===== src/rtl/adc_share_arbiter_if.sv =====
// Bus bundle between adc_share_arbiter, the shared converter front end and
// the requesting consumer units. The arbiter takes the master modport.
interface adc_share_arbiter_if #(
  parameter int N = 3
);
  logic [N-1:0] req;
  logic [1:0]   sel;
  logic         soc;
  logic         eoc;
  logic [7:0]   x;
  logic [7:0]   data;
  logic [N-1:0] dav_;
  logic [N-1:0] rfd;
  logic         busy;
  logic         tmo;

  modport master (
    input  req, eoc, x, rfd,
    output sel, soc, data, dav_, busy, tmo
  );

  modport slave (
    output req, eoc, x, rfd,
    input  sel, soc, data, dav_, busy, tmo
  );
endinterface


===== src/rtl/adc_share_arbiter.sv =====
// adc_share_arbiter: round-robin sharing of one soc/eoc A/D converter among
// N requesters. One conversion per grant; the result is handed to the winner
// over a dav_/rfd handshake. All outputs are registered.
// Optional conversion watchdog: define ADC_TMO_EN to build it.
module adc_share_arbiter #(
  parameter int N          = 3,
  parameter int TMO_CYCLES = 64
) (
  input  logic                clock,
  input  logic                reset,
  adc_share_arbiter_if.master bus
);

  localparam logic [2:0]   ST_IDLE   = 3'd0;
  localparam logic [2:0]   ST_SOC_H  = 3'd1;
  localparam logic [2:0]   ST_CONV   = 3'd2;
  localparam logic [2:0]   ST_WAIT0  = 3'd3;
  localparam logic [2:0]   ST_WAIT1  = 3'd4;
  localparam logic [1:0]   LAST_INIT = 2'(N - 1);
  localparam logic [N-1:0] DAV_IDLE  = {N{1'b1}};

  if ((N < 2) || (N > 4) || (TMO_CYCLES < 1)) begin : g_bad_cfg
    $error("adc_share_arbiter: unsupported parameter values");
  end

  logic [2:0]   state_r;
  logic [1:0]   last_r;
  logic [1:0]   sel_r;
  logic         soc_r;
  logic         busy_r;
  logic [7:0]   data_r;
  logic [N-1:0] dav_r;
  logic [1:0]   grant_s;
  logic         rfd_sel_s;
  logic         wd_hit_s;
  logic         abort_s;

  // Next requester after 'last' (modulo N) whose request bit is set.
  function automatic logic [1:0] rr_pick(input logic [N-1:0] r, input logic [1:0] last);
    logic [1:0] pick;
    logic [2:0] sum;
    logic [2:0] idx;
    pick = last;
    // Walk from farthest to nearest so the nearest set bit wins.
    for (int i = N; i >= 1; i--) begin
      sum  = 3'(last) + 3'(i);
      idx  = (sum >= 3'(N)) ? (sum - 3'(N)) : sum;
      pick = r[idx[1:0]] ? idx[1:0] : pick;
    end
    return pick;
  endfunction

  // dav_ pattern with only the given requester's bit pulled low.
  function automatic logic [N-1:0] dav_low(input logic [1:0] idx);
    logic [N-1:0] v;
    for (int i = 0; i < N; i++) begin
      v[i] = (2'(i) == idx) ? 1'b0 : 1'b1;
    end
    return v;
  endfunction

  // Grant candidate and the granted requester's ready line.
  always_comb begin
    grant_s   = rr_pick(bus.req, last_r);
    rfd_sel_s = bus.rfd[sel_r];
  end

`ifdef ADC_TMO_EN
  logic [15:0] wd_cnt_r;
  logic        tmo_r;

  assign wd_hit_s = (wd_cnt_r >= 16'(TMO_CYCLES - 1));

  // Watchdog counter: cleared while idle (so on grant), counts converter wait clocks.
  always_ff @(posedge clock) begin
    if (reset) begin
      wd_cnt_r <= 16'd0;
    end else if (state_r == ST_IDLE) begin
      wd_cnt_r <= 16'd0;
    end else if ((state_r == ST_SOC_H) || (state_r == ST_CONV)) begin
      wd_cnt_r <= wd_cnt_r + 16'd1;
    end else begin
      wd_cnt_r <= wd_cnt_r;
    end
  end

  // Abort flag: set by a watchdog expiry, cleared when the handshake releases.
  always_ff @(posedge clock) begin
    if (reset) begin
      tmo_r <= 1'b0;
    end else if (abort_s) begin
      tmo_r <= 1'b1;
    end else if ((state_r == ST_WAIT1) && rfd_sel_s) begin
      tmo_r <= 1'b0;
    end else begin
      tmo_r <= tmo_r;
    end
  end

  assign bus.tmo = tmo_r;
`else
  assign wd_hit_s = 1'b0;
  assign bus.tmo  = 1'b0;
`endif

  // A real eoc in CONV on the expiry edge wins over the abort.
  always_comb begin
    abort_s = 1'b0;
    case (state_r)
      ST_SOC_H: abort_s = wd_hit_s;
      ST_CONV:  abort_s = wd_hit_s && !bus.eoc;
      default:  abort_s = 1'b0;
    endcase
  end

  // Arbitration, converter handshake and result delivery sequencing.
  always_ff @(posedge clock) begin
    if (reset) begin
      state_r <= ST_IDLE;
      soc_r   <= 1'b0;
      dav_r   <= DAV_IDLE;
      sel_r   <= 2'd0;
      data_r  <= 8'd0;
      busy_r  <= 1'b0;
      last_r  <= LAST_INIT;
    end else begin
      case (state_r)
        ST_IDLE: begin
          if (|bus.req) begin
            sel_r   <= grant_s;
            busy_r  <= 1'b1;
            soc_r   <= 1'b1;
            state_r <= ST_SOC_H;
          end
        end
        ST_SOC_H: begin
          if (abort_s) begin
            soc_r   <= 1'b0;
            data_r  <= 8'hFF;
            dav_r   <= dav_low(sel_r);
            state_r <= ST_WAIT0;
          end else if (!bus.eoc) begin
            soc_r   <= 1'b0;
            state_r <= ST_CONV;
          end
        end
        ST_CONV: begin
          if (bus.eoc) begin
            data_r  <= bus.x;
            dav_r   <= dav_low(sel_r);
            state_r <= ST_WAIT0;
          end else if (abort_s) begin
            soc_r   <= 1'b0;
            data_r  <= 8'hFF;
            dav_r   <= dav_low(sel_r);
            state_r <= ST_WAIT0;
          end
        end
        ST_WAIT0: begin
          if (!rfd_sel_s) begin
            dav_r   <= DAV_IDLE;
            state_r <= ST_WAIT1;
          end
        end
        ST_WAIT1: begin
          if (rfd_sel_s) begin
            last_r  <= sel_r;
            busy_r  <= 1'b0;
            state_r <= ST_IDLE;
          end
        end
        default: begin
          // Unreachable encoding: drop back to a quiet idle.
          state_r <= ST_IDLE;
          soc_r   <= 1'b0;
          dav_r   <= DAV_IDLE;
          busy_r  <= 1'b0;
        end
      endcase
    end
  end

  assign bus.sel  = sel_r;
  assign bus.soc  = soc_r;
  assign bus.data = data_r;
  assign bus.dav_ = dav_r;
  assign bus.busy = busy_r;

endmodule


===== src/flat_wrapper.sv =====
// flat-port wrapper written by rule: the top's interface ports become plain ports
module adc_share_arbiter_flat 
#(
  parameter int N          = 3,
  parameter int TMO_CYCLES = 64
)
  (clock, reset, bus_req, bus_eoc, bus_x, bus_rfd, bus_sel, bus_soc, bus_data, bus_dav_, bus_busy, bus_tmo);
  adc_share_arbiter_if #(.N(N)) bus_i ();
  input  logic clock;
  input  logic reset;
  input wire logic [$bits(bus_i.req)-1:0] bus_req;
  input wire logic [$bits(bus_i.eoc)-1:0] bus_eoc;
  input wire logic [$bits(bus_i.x)-1:0] bus_x;
  input wire logic [$bits(bus_i.rfd)-1:0] bus_rfd;
  output wire logic [$bits(bus_i.sel)-1:0] bus_sel;
  output wire logic [$bits(bus_i.soc)-1:0] bus_soc;
  output wire logic [$bits(bus_i.data)-1:0] bus_data;
  output wire logic [$bits(bus_i.dav_)-1:0] bus_dav_;
  output wire logic [$bits(bus_i.busy)-1:0] bus_busy;
  output wire logic [$bits(bus_i.tmo)-1:0] bus_tmo;
  assign bus_i.req = bus_req;
  assign bus_i.eoc = bus_eoc;
  assign bus_i.x = bus_x;
  assign bus_i.rfd = bus_rfd;
  assign bus_sel = bus_i.sel;
  assign bus_soc = bus_i.soc;
  assign bus_data = bus_i.data;
  assign bus_dav_ = bus_i.dav_;
  assign bus_busy = bus_i.busy;
  assign bus_tmo = bus_i.tmo;
  adc_share_arbiter #(.N(N), .TMO_CYCLES(TMO_CYCLES)) u_core (.clock(clock), .reset(reset), .bus(bus_i));
endmodule

===== config.mk =====
export PLATFORM = sky130hd
export DESIGN_NAME = adc_share_arbiter_flat
export DESIGN_NICKNAME = d
export VERILOG_FILES = /design/src/rtl/adc_share_arbiter_if.sv /design/src/rtl/adc_share_arbiter.sv /design/src/flat_wrapper.sv
export SDC_FILE = /design/constraint.sdc
export NUM_CORES = 1
export LEC_CHECK = 0
export CAP_MARGIN = 30
export CORE_MARGIN = 8
export CORE_UTILIZATION = 49
export DETAILED_ROUTE_END_ITERATION = 10
export HOLD_SLACK_MARGIN = 0.02
export PLACE_DENSITY_LB_ADDON = 0.05
export SYNTH_ARGS = -nofsm -noshare
export SYNTH_HDL_FRONTEND = slang
export SYNTH_SLANG_ARGS = --single-unit
export TNS_END_PERCENT = 20

===== constraint.sdc =====
create_clock -name clock -period 2.9 [get_ports clock]
set_input_delay 0.29 -clock clock [delete_from_list [all_inputs] [get_ports clock]]
set_output_delay 0.29 -clock clock [all_outputs]
set_load 0.03 [all_outputs]

==> results.txt, run 1 <==
Synth area leader -> dfxtp_1
DRT iter0 DRCs -> 27
Drt drc -> 0
Worst-path clk slew -> 120 ps
Maximum clock path buffer count -> 2
IO buf count -> 31
Clk root buf -> clkbuf_4
Die area -> 3980 µm²
Antenna violations before repair -> 0
Top FF cell, synth -> dfxtp_1
CP Data Required Time -> 3110 ps
Synth unique cells -> 43
GRT Total Usage -> 0.126
CTS Buf Count -> 3
Finish-stage setup viols -> 0
Final core utilization -> 0.673
Count of flip-flops with a built-in enable after synthesis -> 0
CTS tree -> yes
CP max-delay cell -> dfxtp_1
Arr. time, crit path -> 2090 ps
Critical Path Start Type -> flop
Seq cells post-synth -> 20
Post-Syn Area -> 1090 µm²
Initial DRT Pass Iterations -> 4
CP startpoint -> u_core.last_r[0]
Fin Hold WS -> 491 ps
Worst Path Max Fanout -> 8
Crit path max-delay family -> compound AO/OA/AOI/OAI gates
Via count -> 935
Largest net degree at the start of global routing -> 22
Mapped Cells -> 119
Worst-margin pin slew -> 507 ps
DR WL/cell -> 14.0 µm
Final ANT Viol Nets -> 0
Power Density -> 495 nW/µm²
Fin. Hold Viols -> 0
Critical Path End Type -> flop
Core Region -> 2150 µm²
Vias in the first global route -> 984
Syn nets -> 139
Final worst slack -> 1020 ps
Max Cap Violations -> 0
CP most frequent cell -> inv_1
Worst IR Drop VDD -> 339 µV
Seq/Total Area, Yosys -> 0.369
HPWL after DPL -> 1890 µm
Bufs and invs on worst path -> 2
Setup TNS -> 0 ps
Max-slew violations -> 0
Worst path depth -> 6
Yosys warns -> 0
ANT cells -> 0
Lkg Pwr -> 0.527 nW
Skew final -> 5.44 ps
Multi-input logic area -> 622 µm²
HP Class -> flop to flop
Starting Density -> 0.506
CP peak stage delay -> 470 ps
Critical R2R Capture -> u_core.bus.sel[1]
Top-area cell type share of the netlist area -> 0.369
Clock period minus worst slack -> 1880 ps
Relative slew slack -> 0.661
Largest cells by area after synthesis -> dfxtp_1 (37%), mux2i_1 (12%), nor2_1 (5.2%)
Most common cell in the netlist -> dfxtp_1
CP Class -> flop to flop
CTS sink count -> 20
GP Congestion -> 0.763
GRT overflow -> 0
RSZ-0062 raised after global routing -> false
Layout Nets -> 169
Die X -> 63.1 µm
Synth top cells by count -> dfxtp_1 (20), nor2_1 (15), mux2i_1 (13)
Worst slack, placed -> 1070 ps
Std cell rows -> 17
R2R Setup Slk -> 1020 ps
Chip height -> 63.1 µm
Post-CTS repair timing setup buffer count -> 0
FF/Latch Area -> 400 µm²
Clk Latency, worst-skew pair -> 300 ps
Vias per cell -> 5.31
FILL cells -> 175
Tcrit/Tclk final -> 0.647
Outcome -> complete, no violations
Peak Freq -> 0.533 GHz
Synth Area per Inst -> 9.13 µm²
CP Capture Point -> u_core.bus.sel[1]
Share of layout cells above drive strength 1 -> 0.108
Synth async-reset ratio -> 0
Final WL -> 2470 µm
# H-tree levels -> 1
Number of top-level pins -> 33
Crit path cell chain -> inv_1 > ha_1 > inv_1 > o41ai_1 > o22ai_1 > a311oi_1
P&R area growth vs syn -> 33.2%
Hold_buf cts -> 0
First-pass GRT wire length -> 4300 µm
FF-to-FF Start -> u_core.last_r[0]
Cts repair resizes -> 0
Reg2Reg Depth -> 6
==> routing by layer <==
layer	share of wire	vias to the layer above	track usage
li1	-	486	-
met1	0.42	423	0.140
met2	0.51	22	0.224
met3	0.062	4	0.0406
met4	0.0073	0	0.0342
met5	0	-	0
==> state kept, by name, summed over array words and instances (netlist names) <==
name / count
u_core.bus.data: 8
u_core.bus.dav_: 3
u_core.state_r: 3
u_core.bus.sel: 2
u_core.last_r: 2
u_core.bus.busy: 1
u_core.bus.soc: 1
==> power breakdown <==
| group | internal (mW) | switching (mW) |
|---|---|---|
| clock | 0.140 | 0.0863 |
| combinational | 0.0829 | 0.0882 |
| sequential | 0.291 | 0.0282 |
==> final cells by class <==
type | count | share of cell area
clock buffers | 3 | 0.0156
clock inverters | 1 | 0.0208
repair buffers | 32 | 0.220
flip-flops and latches | 20 | 0.277
multi-input cells | 87 | 0.430
well taps | 28 | 0.0242
inverters | 5 | 0.0130
==> worst reg2reg max path: cells and delay by family (launching register included) <==
kind	cells	cell delay (ps)
flops	1	470
buf+inv	2	200
fa+ha+maj	1	420
compound gates	3	700
==> through the flow <==
stage / instance area, µm² / instances / power [mW]
global placement: 1390 / 172 / 0.494
floorplan: 1090 / 119 / 0.438
CTS: 1450 / 176 / 0.720
finish: 1450 / 176 / 0.716
detailed placement: 1390 / 172 / 0.496
global route: 1450 / 176 / 0.750
==> layout by cell type, fill, tap and decap left out, types with 2 or more instances in the layout <==
master / netlist / final
nand3_1: 2 / 2
dfxtp_1: 20 / 20
nor4b_2: 2 / 2
a311oi_1: 3 / 3
o22ai_1: 2 / 2
clkdlybuf4s50_1: 0 / 31
o211ai_1: 2 / 2
ha_1: 3 / 3
clkbuf_4: 0 / 3
nor2_1: 15 / 15
nand2_1: 6 / 6
inv_1: 4 / 4
a21oi_1: 6 / 6
nand2b_1: 3 / 3
o21ai_0: 3 / 3
nor2b_1: 2 / 2
mux2i_1: 13 / 13
or3_1: 2 / 2
==> cells by family after synthesis <==
kind of cell,synth area share
AO/OA/AOI/OAI,0.180
buffers and inverters,0.0587
other,0.00345
multiplexers,0.120
AND/OR/NAND/NOR,0.235
flip-flops,0.369
adder cells (fa/ha/maj),0.0346
==> worst min-delay path by stage <==
stage	startpoint	slack [ps]	end	cells past startpoint
after floorplan	bus_x[0]	440	u_core.bus.data[0]	2
after global placement	u_core.bus.soc	460	u_core.bus.soc	2
after detailed placement	u_core.bus.soc	480	u_core.bus.soc	2
after CTS	u_core.bus.soc	500	u_core.bus.soc	2
after global routing	u_core.bus.soc	510	u_core.bus.soc	2
final	u_core.bus.soc	490	u_core.bus.soc	2
(Power assumes the default switching activity.)
==> run 2, diff against run 1 <==
--- a/config.mk
+++ b/config.mk
@@ -7,7 +7,7 @@
 export LEC_CHECK = 0
 export CAP_MARGIN = 30
 export CORE_MARGIN = 8
-export CORE_UTILIZATION = 49
+export CORE_UTILIZATION = 46
 export DETAILED_ROUTE_END_ITERATION = 10
 export HOLD_SLACK_MARGIN = 0.02
 export PLACE_DENSITY_LB_ADDON = 0.05
==> constraint.sdc (replaced) <==
create_clock -name clock -period 1.9 [get_ports clock]
set_input_delay 0.19 -clock clock [delete_from_list [all_inputs] [get_ports clock]]
set_output_delay 0.19 -clock clock [all_outputs]
set_load 0.03 [all_outputs]
==> run 2 against run 1 <==
Total power up 41%. Wire length is 4.8% higher. Utilization is 2.6 points lower. Cell count increased by 1.1%. Non-clock buffer count grew 2. Combinational power is 60% higher. Critical path depth is 5 lower. Register-to-register slack got worse by 860 ps. Setup slack lost 870 ps. Sequential power grew 51%. Critical endpoint is now bus_sel[0].
==> results.txt, run 2 (synthesis results as in run 1) <==
Setup TNS -> 0 ps (unchanged)
Final ANT Viol Nets -> 0 (unchanged)
IO buf count -> 31 (unchanged)
First-pass GRT wire length -> 4420 µm (+2.7%)
CP startpoint -> u_core.bus.sel[0]
Die area -> 4170 µm² (+4.8%)
Drt drc -> 0 (unchanged)
Maximum clock path buffer count -> 2 (unchanged)
Max-slew violations -> 0 (unchanged)
CTS tree -> yes
Critical Path End Type -> output port
Worst Path Max Fanout -> 9 (+1)
Vias per cell -> 5.45 (+2.6%)
Sw Ratio -> 0.312 (+0.0287)
Worst IR Drop VDD -> 427 µV (+26%)
Peak Freq -> 0.571 GHz
Worst path depth -> 1 (-5)
Std cell rows -> 17 (unchanged)
Worst slack, placed -> 129 ps (-940 ps)
GP Congestion -> 0.913 (+20%)
FF-to-FF Start -> u_core.last_r[0]
Starting Density -> 0.486 (-0.0193)
Clk Latency, worst-skew pair -> 310 ps (about the same)
CP max-delay cell -> clkdlybuf4s50_1
GRT Total Usage -> 0.130 (+0.00348)
DR WL/cell -> 14.5 µm (+3.6%)
Clock network power share -> 0.251 (-0.064)
Core Region -> 2230 µm² (+4.0%)
Lkg Pwr -> 0.531 nW (+0.80%)
HP Class -> input pin to flop
# H-tree levels -> 1 (unchanged)
Layout Nets -> 171 (+1.2%)
CTS sink count -> 20 (unchanged)
Outcome -> complete, no violations
Die X -> 64.6 µm (+2.4%)
Most frequent cells in the layout -> clkdlybuf4s50_1 (31), dfxtp_1 (19), nor2_1 (15)
CTS Buf Count -> 3 (unchanged)
Tcrit/Tclk final -> 0.922
Largest net degree at the start of global routing -> 21 (-4.5%)
CP Data Required Time -> 1710 ps (-1400 ps)
Arr. time, crit path -> 1560 ps (-530 ps)
Skew final -> 4.61 ps (-0.822 ps)
Reg2Reg Depth -> 6 (unchanged)
Power Density -> 696 nW/µm² (+41%)
CP Class -> flop to output port
Antenna violations before repair -> 0 (unchanged)
Crit path max-delay family -> buffers and inverters
Combinational power share -> 0.271 (+0.032)
Chip height -> 64.6 µm (+2.4%)
Worst-path clk slew -> 120 ps (about the same)
Multi-input logic area -> 622 µm² (unchanged)
Cts repair resizes -> 0 (unchanged)
Seq pwr share -> 0.478 (+0.032)
RSZ-0062 raised after global routing -> false
Bufs and invs on worst path -> 1 (-1)
Post-CTS repair timing setup buffer count -> 0 (unchanged)
Worst hold start -> bus_x[7]
Hold_buf cts -> 0 (unchanged)
Clk root buf -> clkbuf_4
Int Pwr -> 0.693 mW (+35%)
ANT cells -> 0 (unchanged)
Hold path cells -> 3 (+1)
Final worst slack -> 148 ps (-875 ps)
Final WL -> 2590 µm (+4.8%)
Via count -> 970 (+3.7%)
Share of layout cells above drive strength 1 -> 0.127 (+0.0186)
FILL cells -> 194 (+11%)
Commonest non-fill, non-tap cell in the layout -> clkdlybuf4s50_1
Psw -> 0.314 mW (+55%)
GRT overflow -> 0 (unchanged)
Clock period minus worst slack -> 1750 ps
Critical Path Start Type -> flop
Finish-stage setup viols -> 0 (unchanged)
DRT iter0 DRCs -> 39 (+44%)
Vias in the first global route -> 997 (+1.3%)
FF/Latch Area -> 402 µm² (+0.31%)
Number of top-level pins -> 33 (unchanged)
P&R area growth vs syn -> 33.2% (unchanged)
Initial DRT Pass Iterations -> 4 (unchanged)
Fin. Hold Viols -> 0 (unchanged)
HPWL after DPL -> 1900 µm (+0.38%)
CP peak stage delay -> 740 ps (+270 ps)
Crit path cell chain -> clkdlybuf4s50_1
Max reg flops -> 8 (unchanged)
Max Cap Violations -> 0 (unchanged)
Final core utilization -> 0.648 (-0.0256)
==> run 2: path summary, 6_finish.rpt <==
check,to,slack (ps)
max,bus_sel[0],150
min,u_core.bus.data[7],490
max reg2reg,u_core.bus.sel[1],160
min reg2reg,u_core.bus.soc,490
==> run 2: power groups by stage <==
stage                     Combinational [mW]  Clock (mW)  Sequential [mW]
final                                  0.273       0.253            0.481
after floorplan                        0.156           0            0.512
after global routing                   0.296       0.273            0.487
after global placement                 0.270           0            0.490
after detailed placement               0.273           0            0.490
after CTS                              0.275       0.261            0.481
==> run 2: cell type report <==
class / instances / area share
repair buffers: 34 / 0.230
inverters: 5 / 0.0130
clock buffers: 4 / 0.0251
well taps: 28 / 0.0242
multi-input cells: 87 / 0.430
flip-flops and latches: 20 / 0.278
==> run 2: layer usage <==
| layer | global-route usage | part of all wire | vias up |
|---|---|---|---|
| met3 | 0.0481 | 0.064 | 6 |
| li1 | - | - | 484 |
| met5 | 0 | 0 | - |
| met1 | 0.144 | 0.45 | 458 |
| met4 | 0.0708 | 0.015 | 0 |
| met2 | 0.210 | 0.47 | 22 |
==> run 2: metrics by stage <==
step / total power, mW / cells / hold slack, ps / cell area, µm²
floorplan: 0.668 / 119 / 337 / 1090
detailed placement: 0.763 / 174 / 474 / 1410
global route: 1.06 / 178 / 514 / 1450
CTS: 1.02 / 178 / 478 / 1450
global placement: 0.760 / 174 / 467 / 1410
finish: 1.01 / 178 / 485 / 1450
==> run 2: worst min-delay path, stage by stage <==
cell and delay [ps]:
clkdlybuf4s50_1 390, mux2i_1 130, nor2_1 50
